**src/rtl/step_pkg.sv**
```systemverilog
// Shared types and defaults for the stepper pulse generator.
//   state_e      : move FSM states
//   Def*         : default parameter values
//   max_u        : max of two unsigned ints, used to size the shared timer
package step_pkg;

   typedef enum logic [2:0] {
      StIdle,
      StSetup,
      StWaitTick,
      StPulse,
      StDone
   } state_e;

   localparam int unsigned DefCntW     = 32;
   localparam int unsigned DefPulseW   = 4;
   localparam int unsigned DefDirSetup = 8;

   function automatic int unsigned max_u(input int unsigned a, input int unsigned b);
      return (a > b) ? a : b;
   endfunction

endpackage

```
**src/rtl/step_pulse_gen_if.sv**
```systemverilog
// Command, rate and driver-side signals of one stepper axis.
//   master : command issuer / rate source (drives cmd_*, abort, rate_en)
//   slave  : step_pulse_gen (drives cmd_ready, step, dir, busy, steps_left, done, overrun)
interface step_pulse_gen_if #(
   parameter int unsigned CNT_W = step_pkg::DefCntW
) ();

   logic             rate_en;
   logic             cmd_valid;
   logic             cmd_ready;
   logic [CNT_W-1:0] cmd_steps;
   logic             cmd_dir;
   logic             abort;
   logic             step;
   logic             dir;
   logic             busy;
   logic [CNT_W-1:0] steps_left;
   logic             done;
   logic             overrun;

   modport master (
      output rate_en, cmd_valid, cmd_steps, cmd_dir, abort,
      input  cmd_ready, step, dir, busy, steps_left, done, overrun
   );

   modport slave (
      input  rate_en, cmd_valid, cmd_steps, cmd_dir, abort,
      output cmd_ready, step, dir, busy, steps_left, done, overrun
   );

endinterface

```
**src/rtl/rise_detect.sv**
```systemverilog
// Rising-edge detector.
//   clk, rst : clock, synchronous active-high reset
//   in       : level input (same clock domain)
//   pulse    : high for the cycle where in=1 and its registered copy is 0
module rise_detect (
   input  logic clk,
   input  logic rst,
   input  logic in,
   output logic pulse
);

   logic in_q;

   always_ff @(posedge clk) begin
      if (rst) begin
         in_q <= 1'b0;
      end else begin
         in_q <= in;
      end
   end

   assign pulse = in & ~in_q;

endmodule

```
**src/rtl/step_pulse_gen.sv**
```systemverilog
// Stepper-axis pulse generator. Accepts one move command at a time, settles dir,
// then emits one fixed-width step pulse per rising edge of rate_en until the
// requested count is exhausted or the move is aborted.
//   clk, rst : clock, synchronous active-high reset
//   bus      : step_pulse_gen_if slave (command handshake, rate_en, driver outputs)
module step_pulse_gen
   import step_pkg::*;
#(
   parameter int unsigned CNT_W     = DefCntW,
   parameter int unsigned PULSE_W   = DefPulseW,
   parameter int unsigned DIR_SETUP = DefDirSetup
) (
   input logic             clk,
   input logic             rst,
   step_pulse_gen_if.slave bus
);

   // One timer serves both the dir-setup wait and the pulse width.
   localparam int unsigned TmrMax = max_u(PULSE_W, DIR_SETUP) - 1;
   localparam int unsigned TmrW   = (TmrMax < 2) ? 1 : $clog2(TmrMax + 1);
   localparam logic [TmrW-1:0] PulseLoad = TmrW'(PULSE_W - 1);
   localparam logic [TmrW-1:0] SetupLoad = TmrW'(DIR_SETUP - 1);

   state_e           state_q, state_d;
   logic [TmrW-1:0]  tmr_q, tmr_d;
   logic [CNT_W-1:0] steps_left_q, steps_left_d;
   logic             dir_q, dir_d;
   logic             overrun_q, overrun_d;
   logic             abort_q, abort_d;
   logic             tick;
   logic             tmr_zero;

   rise_detect u_rise_detect (
      .clk   (clk),
      .rst   (rst),
      .in    (bus.rate_en),
      .pulse (tick)
   );

   assign tmr_zero = (tmr_q == '0);

   always_comb begin
      state_d      = state_q;
      tmr_d        = tmr_q;
      steps_left_d = steps_left_q;
      dir_d        = dir_q;
      overrun_d    = overrun_q;
      abort_d      = abort_q;

      unique case (state_q)
         StIdle: begin
            if (bus.cmd_valid) begin
               dir_d        = bus.cmd_dir;
               steps_left_d = bus.cmd_steps;
               overrun_d    = 1'b0;
               abort_d      = 1'b0;
               if (bus.cmd_steps == '0) begin
                  state_d = StDone;
               end else begin
                  state_d = StSetup;
                  tmr_d   = SetupLoad;
               end
            end
         end

         // Ticks here are deliberately discarded, not queued.
         StSetup: begin
            if (bus.abort) begin
               state_d = StIdle;
            end else if (tmr_zero) begin
               state_d = StWaitTick;
            end else begin
               tmr_d = tmr_q - TmrW'(1);
            end
         end

         // Abort beats a coincident tick.
         StWaitTick: begin
            if (bus.abort) begin
               state_d = StIdle;
            end else if (tick) begin
               state_d = StPulse;
               tmr_d   = PulseLoad;
               abort_d = 1'b0;
               if (steps_left_q != '0) begin
                  steps_left_d = steps_left_q - CNT_W'(1);
               end
            end
         end

         // Abort is remembered so the pulse always completes its full width.
         StPulse: begin
            if (tick) begin
               overrun_d = 1'b1;
            end
            if (bus.abort) begin
               abort_d = 1'b1;
            end
            if (tmr_zero) begin
               if (abort_q || bus.abort) begin
                  state_d = StIdle;
               end else if (steps_left_q == '0) begin
                  state_d = StDone;
               end else begin
                  state_d = StWaitTick;
               end
            end else begin
               tmr_d = tmr_q - TmrW'(1);
            end
         end

         StDone: begin
            state_d = StIdle;
         end

         default: begin
            state_d = StIdle;
         end
      endcase
   end

   always_ff @(posedge clk) begin
      if (rst) begin
         state_q      <= StIdle;
         tmr_q        <= '0;
         steps_left_q <= '0;
         dir_q        <= 1'b0;
         overrun_q    <= 1'b0;
         abort_q      <= 1'b0;
      end else begin
         state_q      <= state_d;
         tmr_q        <= tmr_d;
         steps_left_q <= steps_left_d;
         dir_q        <= dir_d;
         overrun_q    <= overrun_d;
         abort_q      <= abort_d;
      end
   end

   assign bus.cmd_ready  = (state_q == StIdle);
   assign bus.busy       = (state_q != StIdle);
   assign bus.step       = (state_q == StPulse);
   assign bus.done       = (state_q == StDone);
   assign bus.dir        = dir_q;
   assign bus.steps_left = steps_left_q;
   assign bus.overrun    = overrun_q;

endmodule
```
**src/flat_wrapper.sv**
```systemverilog
// flat-port wrapper written by rule: the top's interface ports become plain ports
module step_pulse_gen_flat import step_pkg::*;
#(
   parameter int unsigned CNT_W     = DefCntW,
   parameter int unsigned PULSE_W   = DefPulseW,
   parameter int unsigned DIR_SETUP = DefDirSetup
)
  (clk, rst, bus_rate_en, bus_cmd_valid, bus_cmd_steps, bus_cmd_dir, bus_abort, bus_cmd_ready, bus_step, bus_dir, bus_busy, bus_steps_left, bus_done, bus_overrun);
  step_pulse_gen_if #(.CNT_W(CNT_W)) bus_i ();
  input logic clk;
  input logic rst;
  input wire logic [$bits(bus_i.rate_en)-1:0] bus_rate_en;
  input wire logic [$bits(bus_i.cmd_valid)-1:0] bus_cmd_valid;
  input wire logic [$bits(bus_i.cmd_steps)-1:0] bus_cmd_steps;
  input wire logic [$bits(bus_i.cmd_dir)-1:0] bus_cmd_dir;
  input wire logic [$bits(bus_i.abort)-1:0] bus_abort;
  output wire logic [$bits(bus_i.cmd_ready)-1:0] bus_cmd_ready;
  output wire logic [$bits(bus_i.step)-1:0] bus_step;
  output wire logic [$bits(bus_i.dir)-1:0] bus_dir;
  output wire logic [$bits(bus_i.busy)-1:0] bus_busy;
  output wire logic [$bits(bus_i.steps_left)-1:0] bus_steps_left;
  output wire logic [$bits(bus_i.done)-1:0] bus_done;
  output wire logic [$bits(bus_i.overrun)-1:0] bus_overrun;
  assign bus_i.rate_en = bus_rate_en;
  assign bus_i.cmd_valid = bus_cmd_valid;
  assign bus_i.cmd_steps = bus_cmd_steps;
  assign bus_i.cmd_dir = bus_cmd_dir;
  assign bus_i.abort = bus_abort;
  assign bus_cmd_ready = bus_i.cmd_ready;
  assign bus_step = bus_i.step;
  assign bus_dir = bus_i.dir;
  assign bus_busy = bus_i.busy;
  assign bus_steps_left = bus_i.steps_left;
  assign bus_done = bus_i.done;
  assign bus_overrun = bus_i.overrun;
  step_pulse_gen #(.CNT_W(CNT_W), .PULSE_W(PULSE_W), .DIR_SETUP(DIR_SETUP)) u_core (.clk(clk), .rst(rst), .bus(bus_i));
endmodule
```
**config.mk**
```make
export PLATFORM = sky130hd
export DESIGN_NAME = step_pulse_gen_flat
export DESIGN_NICKNAME = d
export VERILOG_FILES = /design/src/rtl/step_pkg.sv /design/src/rtl/step_pulse_gen_if.sv /design/src/rtl/rise_detect.sv /design/src/rtl/step_pulse_gen.sv /design/src/flat_wrapper.sv
export SDC_FILE = /design/constraint.sdc
export NUM_CORES = 1
export LEC_CHECK = 0
export ABC_AREA = 1
export CORE_MARGIN = 5
export CORE_UTILIZATION = 50
export CTS_BUF_LIST = sky130_fd_sc_hd__clkbuf_4
export CTS_CLUSTER_DIAMETER = 40
export CTS_CLUSTER_SIZE = 40
export DETAILED_ROUTE_END_ITERATION = 10
export PLACE_DENSITY = 0.82
export SETUP_SLACK_MARGIN = 0.15
export SYNTH_ARGS = -nofsm -noshare
export SYNTH_HDL_FRONTEND = slang
export SYNTH_HIERARCHICAL = 1
export SYNTH_SLANG_ARGS = --single-unit
```
**constraint.sdc**
```tcl
create_clock -name clk -period 2.4 [get_ports clk]
set_clock_uncertainty 0.1 [all_clocks]
set_input_delay 0.6 -clock clk [delete_from_list [all_inputs] [get_ports clk]]
set_output_delay 0.6 -clock clk [all_outputs]
set_load 0.1 [all_outputs]
```
# After elaboration in Yosys (flattened, before gate mapping)
# Index checks and enable logic that the tools add are counted.
[totals]
reg_bits = 42
in_bits = 38
wordCells = 71
[classes]
addsub = 2
eq_ne = 15
n_mux = 28
n_bitwise = 2
reduce_logical = 17
[op_table]
columns = ["operator", "count"]
rows = [
  ["$mux 32", 4],
  ["$logic_not 32->1", 2],
  ["$pmux 32 s2", 1],
  ["$mux 3", 14],
  ["$reduce_bool 32->1", 1],
  ["$sub 32x1->32 const B", 1],
  ["$pmux 3 s4", 2],
  ["$ne 2x2->1 const B", 5],
  ["$reduce_and 5->1", 2],
  ["$ne 2x1->1 const B", 4],
  ["$eq 3x2->1 const B", 2],
  ["$logic_not 3->1", 2],
  ["$ne 3x2->1 const B", 2],
  ["$reduce_and 6->1", 1],
  ["$reduce_bool 3->1", 2],
  ["$mux 1", 5],
  ["$reduce_and 4->1", 1],
  ["$reduce_bool 2->1", 2],
  ["$reduce_bool 4->1", 1],
  ["$eq 3x1->1 const B", 1],
  ["$eq 3x3->1 const B", 1],
  ["$pmux 1 s3", 1],
  ["$reduce_and 3->1", 1],
  ["$sub 3x1->3 const B", 1],
  ["5 further kinds", 5],
]

# Depth between registers and ports, before layout
[logic_depth]
word_depth = 5
mapped_depth = 12
mapped_depth_nobuf = 12

# Cells and area by module
# The synthesis kept the hierarchy.
[modules_own_cells]
columns = ["mod", "instances", "cells_each", "area_per_inst_um2", "seq_area_each_um2"]
rows = [
  ["step_pulse_gen", 1, 543, 3249.4, 820.8],
  ["rise_detect", 1, 4, 31.3, 20.0],
]

# Worst setup path before layout
# Ideal clock, no wire load.
[synth_path]
kind = "register -> output"
startpoint = "register u_core.state_q[2]"
endpoint = "output port bus_done"
t_arrival_ns = 2.431
required_ns = 1.700
slack_ns = -0.731
path_stages_with_launch = 3
path_buffers = 0
path_cell_list = "dfxtp_1 -> inv_2 -> nor3_1"
[synth_between]
elab_chain_len = 1
[synth_lines]
columns = ["element", "line_no", "source"]
rows = [
  ["start: declaration", "step_pulse_gen.sv:24", "state_e state_q, state_d;"],
  ["start signal: assignment", "step_pulse_gen.sv:124", "state_q <= StIdle;"],
  ["start signal: assignment", "step_pulse_gen.sv:131", "state_q <= state_d;"],
  ["$eq 3x3->1", "step_pulse_gen.sv:143", "assign bus.done = (state_q == StDone);"],
  ["end: declaration", "flat_wrapper.sv:22", "output wire logic [$bits(bus_i.done)-1:0] bus_done;"],
]
# Every way passes these cells.

# Final worst setup path
[layout_path]
startpoint = "register u_core.steps_left_q[0], in the netlist u_core/bus.steps_left[0]"
endpoint = "register u_core.steps_left_q[31], in the netlist u_core/bus.steps_left[31]"
[layout_between]
elab_chain_len = 5
word_cells_on_any_way = 8
classes_between = "add/sub: 1; eq/ne: 1; mux: 4; reduce/logical: 2"
[layout_lines]
columns = ["element", "line_no", "source"]
rows = [
  ["start: declaration", "step_pulse_gen.sv:26", "logic [CNT_W-1:0] steps_left_q, steps_left_d;"],
  ["start signal: assignment", "step_pulse_gen.sv:133", "steps_left_q <= steps_left_d;"],
  ["$sub 32x1->32", "step_pulse_gen.sv:86", "steps_left_d = steps_left_q - CNT_W'(1);"],
  ["$mux 32", "step_pulse_gen.sv:85", "if (steps_left_q != '0) begin"],
  ["$mux 32", "step_pulse_gen.sv:81", "end else if (tick) begin"],
  ["$mux 32", "step_pulse_gen.sv:79", "if (bus.abort) begin"],
  ["$pmux 32 s2", "step_pulse_gen.sv:50", "unique case (state_q)"],
]
# Parallel ways exist; a longest one is shown, timed or not. The select of a mux whose other input is x is not followed.
# A chain may end at the register's enable or synchronous reset.

==> results.py <==
metrics = {
    "detailed_routing": {
        "vias": 3743,
        "via_per_inst": 5.35,
        "drtAntennaViolNets": 0,
        "drtIter0Drc": 309,
        "routedWlPerCell_um": 13.7,
        "totalWireLength_um": 9570,
        "drc_errors": 0,
        "first_pass_iters": 5,
    },
    "layout": {
        "final_util_pct": 64.6,
        "insertedDiodeCount": 0,
        "fill_cells": 633,
        "final-instance-count-excl-fill": 699,
        "syn_to_final_growth_pct": 24.9,
        "fin_nets": 663,
        "multi_input_area_um2": 2090,
        "final_layout_size_suffix_gt1_share_pct": 19.6,
        "seq_area_um2": 843,
    },
    "floorplan": {
        "die_h_um": 91,
        "core_area_um2": 6350,
        "num_rows": 29,
        "ios": 76,
        "initial_core_util_pct": 51.7,
        "die_w_um": 91,
        "dieArea_um2": 8280,
    },
    "synthesis": {
        "syn_area_um2": 3280,
        "synth_edf_count": 0,
        "async_flop_share_pct": 0,
        "yosysMostFrequentCell": "nand2_1",
        "ys_seq_area_share_pct": 25.6,
        "ys_types": 34,
        "synth_top_area_share_pct": 25.6,
        "yosys_warnings": 6,
        "synth_area_leaders": "dfxtp_1, nand2_1, nor2_1, inv_1, a21oi_2",
        "ys.flop_type": "dfxtp_1",
        "syn_nets": 588,
        "synth_cells": 547,
        "avgSynthCellArea_um2": 6.00,
        "ys_top_cells_by_count": "nand2_1, nor2_1, inv_1",
        "synth_top_area_cell": "dfxtp_1",
        "ys_ff_latch": 42,
    },
    "sta": {
        "rsz0062_at_grt": "yes",
        "post-route-period-util_pct": 86.8,
        "fmax_ghz": 0.480,
        "finalSetupViolCount": 0,
        "fin_ws_ns": 0.318,
        "worst_pin_slew_ns": 0.633,
        "slew_violations": 0,
        "timing.final.crit_period_ns": 2.08,
        "slew_headroom_pct": 57.6,
        "whs_ns": 0.374,
        "final_hold_viol_count": 0,
    },
    "critical_path": {
        "critPathLaunchType": "flop",
        "cp.required_ns": 2.60,
        "crit_arrival_ns": 2.28,
        "r2r_slack_ns": 0.32,
        "path_max_fanout": 16,
        "crit_type": "reg2reg",
        "endpoint_kind": "flop",
        "r2r-end": "u_core/bus.steps_left[31]",
        "reg2reg_from": "u_core/bus.steps_left[0]",
        "worst-r2r-cell-count": 11,
    },
    "power_and_ir_drop": {
        "power_uw": 3250,
        "ir_worst_vdd_uv": 478,
        "power.leakage_uw": 0.00194,
        "power-per-cell-area_nw_per_um2": 794,
    },
    "clock_tree": {
        "hold_buffers": 0,
        "htree_levels": 2,
        "cts_setup_buffers": 0,
        "numCtsBuffers": 5,
        "cts_sinks": 42,
        "cts_resized": 0,
        "clk_latency_ns": 0.37,
        "cts_root_buf": "clkbuf_4",
        "clock_path_buffers": 2,
        "path_clk_slew_ns": 0.14,
        "cts_tree": "yes",
    },
    "global_route": {
        "grt_pass1_vias": 3524,
        "grtUsageMet1_pct": 27.5,
        "grt_pass1_wl_um": 15900,
        "overflow": 0,
        "grt_max_degree": 29,
        "grt_use_total_pct": 22.6,
        "use_met2_pct": 39.4,
        "grt_util_met3_pct": 5.04,
        "grt.busiest_layer": "met2",
        "antenna_found_initial": 0,
    },
    "placed_design": {
        "dp.cells": 692,
        "dp_worst_setup_slack_ns": -0.0350,
        "hpwlAfterDp_um": 7390,
        "port_buffers": 75,
        "gp_congestion": 0.972,
    },
    "run_status": {
        "status": "finished clean",
    },
    "worst_hold_path": {
        "min_to": "u_core/bus.dir",
        "hp-class": "reg2reg",
        "hold_start": "u_core/bus.dir",
        "whs_path_depth": 2,
    },
    "run": {
        "cap_violations": 0,
    },
}
## flip-flops by register name, summed over array words and instances, names as in the netlist
register,flops
u_core/bus.overrun,1
u_core/tmr_q,3
u_core/bus.dir,1
u_core/bus.steps_left,32
u_core/state_q,3
u_core/u_rise_detect/in_q,1
u_core/abort_q,1
## power by group
part	internal (uW)	switching [uW]	leakage (uW)
combinational	535	1450	0.00156
sequential	795	138	0.000347
clock	106	232	0.0000308
total	1440	1820	0.00194
## layout make-up
class | instances | share of cell area [%]
clock inverter | 2 | 0.244
multi-input combinational | 425 | 51.0
inverter | 64 | 6.01
sequential | 42 | 20.6
clock buffer | 5 | 0.916
tap | 77 | 2.35
timing repair buffer | 84 | 18.9
## metal layers
layer  share of wire (%)  up-vias
li1                    -     1883
met1                  42     1703
met2                  48      143
met3                 8.6       14
met4                 1.5        0
met5                   0        -
## kinds of logic after synthesis
family,share of synthesized area [%]
buf+inv,11.3
xor+xnor,1.07
fa+ha+maj,1.14
simple gates,45.1
compound gates,15.8
flops,25.6
## worst max path at each step
| stage | start | to | slack (ns) | depth (start not counted) |
|---|---|---|---|---|
| after floorplan | u_core/state_q[2] | bus_done | 0.13 | 2 |
| after global placement | bus_rate_en | u_core/bus.steps_left[4] | 0.02 | 12 |
| after detailed placement | bus_rate_en | u_core/bus.steps_left[4] | -0.03 | 12 |
| after CTS | u_core/bus.steps_left[0] | u_core/bus.steps_left[31] | 0.20 | 11 |
| after global routing | u_core/bus.steps_left[0] | u_core/bus.steps_left[26] | 0.15 | 12 |
| final | u_core/bus.steps_left[0] | u_core/bus.steps_left[31] | 0.32 | 11 |
## stage by stage
stage / cell area, um^2 / TNS, ns
final: 4100 / 0
after CTS: 4090 / 0
after global placement: 4040 / 0
after detailed placement: 4040 / -0.0771
after global routing: 4100 / 0
after floorplan: 3300 / 0
## worst max-delay path: stages (launching register included)
cell     delay (ns)
dfxtp_2        0.35
inv_1          0.11
ha_2           0.25
nand2_2        0.10
nor2_4         0.19
nand2_4        0.10
nor2_4         0.12
nand4_4        0.13
nand2_8        0.11
buf_6          0.22
nand2_1        0.10
a21oi_2        0.13
## cell usage in the layout (no fill, tap or decap), types with 6 or more instances in the layout
cell             Yosys  final
a21oi_2             24     24
a21oi_1             13     13
buf_4                0     41
o21bai_1             6      6
o21ai_0             30     30
clkdlybuf4s50_1      0     36
nand4_1             11     11
nand3_1             40     40
nor2_2               4      6
nand2_1            161    161
dfxtp_1             42     40
inv_1               58     57
nand2_2             17     17
nor2_1              93     91
Power figures use the tool's default switching activity.
